**src/rtl/mem_handshake_unit.sv**
```systemverilog
// mem_handshake_unit: byte-serial 256x8 big-endian memory behind a MOV/MOC handshake with optional wait states.
// Define MEM_ALIGN_CHECK_EN to reject misaligned halfword/word accesses with err.
module mem_handshake_unit #(
   parameter int WAIT_STATES = 0
) (
   input  logic        CLK,
   input  logic        reset,
   input  logic        MOV,
   input  logic        RW,
   input  logic [1:0]  m,
   input  logic [7:0]  addr,
   input  logic [31:0] data_in,
   output logic [31:0] data_out,
   output logic        MOC,
   output logic        busy,
   output logic        err
);
   typedef enum logic [1:0] {IDLE, WAIT, XFER, DONE} state_t;
   state_t      r_state;
   logic [7:0]  r_mem [256];
   logic [7:0]  r_addr;
   logic        r_rw;
   logic [1:0]  r_last;
   logic [1:0]  r_idx;
   logic [2:0]  r_wcnt;
   logic [31:0] r_sh;
   logic [31:0] r_dout;
   logic        r_moc;
   logic        r_busy;
   logic        r_err;
   logic [7:0]  w_rbyte;
   logic [1:0]  w_last;
   logic [31:0] w_wdata;
   logic        w_mis;
   assign w_rbyte = r_mem[r_addr];
   assign w_last  = m == 2'b00 ? 2'd0 : m == 2'b01 ? 2'd1 : 2'd3;
   assign w_wdata = m == 2'b00 ? {data_in[7:0], 24'd0} : m == 2'b01 ? {data_in[15:0], 16'd0} : data_in;
`ifdef MEM_ALIGN_CHECK_EN
   assign w_mis = (m == 2'b01 && addr[0]) || (m[1] && addr[1:0] != 2'b00);
`else
   assign w_mis = 1'b0;
`endif
   assign data_out = r_dout;
   assign MOC      = r_moc;
   assign busy     = r_busy;
   assign err      = r_err;
   // Handshake FSM: one shift register carries write bytes out (MSB first) and read bytes in
   always_ff @(posedge CLK) begin
      if (reset) begin
         r_state <= IDLE;
         r_moc   <= 1'b0;
         r_busy  <= 1'b0;
         r_err   <= 1'b0;
         r_dout  <= 32'd0;
         r_wcnt  <= 3'd0;
         r_idx   <= 2'd0;
      end else begin
         case (r_state)
            IDLE: if (MOV) begin
               r_addr  <= addr;
               r_rw    <= RW;
               r_last  <= w_last;
               r_idx   <= 2'd0;
               r_wcnt  <= 3'd0;
               r_sh    <= RW ? 32'd0 : w_wdata;
               r_err   <= w_mis;
               r_moc   <= w_mis;
               r_busy  <= 1'b1;
               r_state <= w_mis ? DONE : WAIT_STATES > 0 ? WAIT : XFER;
            end
            WAIT: begin
               r_wcnt  <= r_wcnt == 3'(WAIT_STATES - 1) ? 3'd0 : r_wcnt + 3'd1;
               r_state <= r_wcnt == 3'(WAIT_STATES - 1) ? XFER : WAIT;
            end
            XFER: begin
               r_sh   <= {r_sh[23:0], w_rbyte};
               r_addr <= r_addr + 8'd1;
               r_idx  <= r_idx + 2'd1;
               if (r_idx == r_last) begin
                  r_state <= DONE;
                  r_moc   <= 1'b1;
                  if (r_rw) r_dout <= {r_sh[23:0], w_rbyte};
               end else begin
                  r_state <= WAIT_STATES > 0 ? WAIT : XFER;
               end
            end
            DONE: if (!MOV) begin
               r_state <= IDLE;
               r_moc   <= 1'b0;
               r_busy  <= 1'b0;
            end
            default: r_state <= IDLE;
         endcase
      end
   end
   // Storage write port; kept out of the reset branch so reset never clears memory
   always_ff @(posedge CLK) begin
      if (!reset && r_state == XFER && !r_rw) r_mem[r_addr] <= r_sh[31:24];
   end
endmodule

```
**config.mk**
```make
export PLATFORM = sky130hd
export DESIGN_NAME = mem_handshake_unit
export DESIGN_NICKNAME = d
export VERILOG_FILES = /design/src/rtl/mem_handshake_unit.sv
export SDC_FILE = /design/constraint.sdc
export NUM_CORES = 2
export LEC_CHECK = 0
export CORE_ASPECT_RATIO = 0.75
export CORE_MARGIN = 1
export CORE_UTILIZATION = 45
export CTS_BUF_LIST = sky130_fd_sc_hd__clkbuf_16
export DETAILED_ROUTE_END_ITERATION = 12
export PLACE_DENSITY = 0.68
export SYNTH_ARGS = -nofsm -noshare
export SYNTH_HDL_FRONTEND = slang
export SYNTH_SLANG_ARGS = --single-unit
```
**constraint.sdc**
```tcl
create_clock -name CLK -period 5.5 [get_ports CLK]
set_input_delay 0.55 -clock CLK [delete_from_list [all_inputs] [get_ports CLK]]
set_output_delay 0.55 -clock CLK [all_outputs]
set_load 0.02 [all_outputs]
```
==> parameters.txt <==
Parameter                              Value

Pwr
  Switching power share of the total    0.248
  Int Power    between 0.02 and 0.03 W
  Static leakage    just under 30 nW
  Maximum VDD drop    approximately 0.42 mV
  Power Dens Cells    between 300 and 400 nW/um^2
  Psw    approximately 0.0087 W
  Relative contribution of the clock network to total power    0.364
  Share of total power in combinational logic    0.115
  Share of total power in sequential cells    0.522

Synth
  Number of library cell types mapped by synthesis    71
  Synth Warn #    0
  Flops & latches, synth    2140
  Number of enable flip-flop cells after synthesis    roughly 2100
  Part of the Yosys area used for sequential elements    0.761
  Synth area leader    edfxtp_1
  Post-synth top area share    0.749
  Nets in the synthesized netlist    approximately 4300
  Average cell area after synthesis    about 20 sq um
  Most frequent cells after synthesis    2091 x edfxtp_1, 422 x mux4_2, 308 x nor2_1, 195 x nand2_1, 181 x mux2i_1
  Most common cell in the netlist    edfxtp_1
  Top flip-flop cell by instance count after synthesis    edfxtp_1
  Leading post-synthesis cells by cell area    edfxtp_1 75%, mux4_2 11%, mux2i_1 2.2%
  FFs w/ async S/R, synth    0
  Syn Std Cell Area    approximately 84000 sq um
  Cells after synthesis    4198

Setup path
  Sort of element at the start of the critical path    flip-flop
  Cells traversed along the worst timing path    buf_12 > nor2b_1 > a221oi_1 > a2111oi_0 > a32oi_1 > a32o_1
  Largest fanout on the critical path    75
  Crit end category    flip-flop
  Worst Setup Path Type    reg -> reg
  Worst endpoint data arrival time    between 5000 and 6000 ps
  Dominant delay contributor by cell family on the critical path    compound AO/OA/AOI/OAI gates
  Highest cell delay on the worst timing path    around 960 ps
  Worst Path Required    6100 ps
  Sum of buffers and inverters on the critical path    1
  Standard cell with the maximum stage delay on the critical path    a2111oi_0

Global route
  Vias in the first global route    roughly 42000
  Wire length of the first global-routing pass    324000 um
  Global route total overflow    0
  Antenna violations before repair    4
  Global router's overall resource usage    0.244
  Pin count of the biggest net entering global routing    roughly 240

Clocking
  CTS resizes    0
  Number of clock buffers inserted by TritonCTS    186
  CTS tree    done
  Max clock buf depth    3
  Clock-pin transition on the worst setup and hold timing paths    70 ps
  Clock latency on the worst-skew pair    850 ps
  Hold bufs inserted after CTS    0
  Count of buffers added by post-CTS timing repair for setup    0
  Sink Count    around 2100
  Clock Tree Root    clkbuf_16
  CTS H-tree depth    4

Finish
  Filler Cell Count    14505
  Fin cells    about 7000
  Layout cells sized above 1    0.194
  Post-Layout Inst Area    ~93000 sq um
  NumNets Final    between 4000 and 5000
  Count of antenna diodes in the layout    0
  Area Overhead vs Synth    11.3%

STA
  Max Clock Freq    about 220 MHz
  Clock skew after layout    between 40 and 50 ps
  Setup-failing EPs final    0
  Worst Hold Slack    ~370 ps
  Min cycle time layout    around 4500 ps
  Unrepaired setup endpoints after global routing    false
  Transition at the pin with the smallest max-transition slack    about 1400 ps
  Max-slew violations    0
  Sum of negative setup slack    0 ps
  Final clock period utilization by the worst path    0.823
  Max transition margin    0.0658
  Final Hold Fails    0

Floorplan
  Die Footprint    around 190000 sq um
  Floorplan die width    500 um
  Height of the die    roughly 380 um
  Core ar.    between 150000 and 200000 sq um
  FP Rows    roughly 140
  I/O pins    between 80 and 90
  Initial Utilization    0.455

Detailed routing
  Total number of vias    44408
  Iteration-0 DRC count of the detailed router    7222
  Routed length per instance    around 33 um
  Vias per inst    between 6 and 7
  Antenna Violating Nets Remaining    0
  Remaining routing DRC violations    0
  Final Routed Wirelength    230000 um
  Drt first pass iters    6

Placed design
  Port bufs    slightly below 80
  Placer's final routability congestion estimate    0.935
  Placed Instances    ~6700
  Standard cell area after detailed placement    87500 sq um
  Half-perimeter wire length of the detailed placement result    around 140000 um

Flow run
  Max-Cap Viols    0

Run status
  Result of the run    finished clean

Worst hold path
  Path category of the worst min-delay check    in -> reg
## kinds of logic (layout without fill, tap and decap cells)
logic type,after synthesis,after routing,share of synthesized area
mux,645,645,0.145
fa+ha+maj,6,6,0.000895
compound gates,460,460,0.0379
flops,2140,2140,0.761
other cells,1,1,0.0000447
xor+xnor,8,8,0.000836
buf+inv,268,587,0.0207
simple gates,670,670,0.0344
## metrics by stage
stage / setup slack (ps) / total power (W) / utilization
detailed placement: 968 / 0.0225 / 0.475
CTS: 968 / 0.0350 / 0.507
floorplan: 1450 / 0.0210 / -
global route: 985 / 0.0358 / 0.507
finish: 975 / 0.0350 / 0.507
global placement: 943 / 0.0225 / 0.475
## layer usage
layer  vias to the layer above  wire length, um  global-route usage
met5                         -               21                   0
met4                         4             6650              0.0685
met3                       430            33800              0.0944
met2                      3091            95800               0.330
met1                     23293            93700               0.365
li1                      17590                -                   -
## worst paths after layout
kind | slack, ps | cells after the start | end | start
worst max-delay path | 980 | 6 | r_sh[7] | flip-flop
worst min-delay path | 370 | 1 | r_rw | RW
worst max register to register | 980 | 6 | r_sh[7] | flip-flop
worst min register to register | 460 | 2 | data_out[15] | data_out[15]
## cell usage in the layout (no fill, tap or decap), drive strengths merged, types with 30 or more instances in the layout
master / count
mux2i: 181
o21ai: 53
nor2: 309
o22ai: 38
nor3: 30
clkdlybuf4s50: 79
nor2b: 30
a22oi: 114
edfxtp: 2091
buf: 158
inv: 60
clkbuf: 188
mux4: 445
dfxtp: 49
a21oi: 98
nand2: 195
clkinv: 85
## power groups by stage
stage	logic (W)	clock network (W)	registers, W
floorplan	0.00229	0	0.0187
global placement	0.00386	0	0.0186
global route	0.00413	0.0134	0.0183
CTS	0.00391	0.0128	0.0182
detailed placement	0.00390	0	0.0186
finish	0.00401	0.0127	0.0183
## layout make-up
type                    instances  area [sq um]  area share
inverters                      10          37.5    0.000402
clock inverters               152          1110      0.0119
multi-input cells            1790         18400       0.197
well taps                    2484          3110      0.0333
repair buffers                237          2230      0.0239
clock buffers                 188          4700      0.0504
flip-flops and latches       2140         63800       0.683
## state kept, by name, indices dropped and copies added (netlist names), named ones only
name,flops
r_addr,8
r_wcnt,3
r_mem,2048
r_rw,1
data_out,32
busy,1
r_sh,32
r_state,2
r_idx,2
r_last,2
MOC,1
No activity file was read; power rests on OpenSTA's default activity.
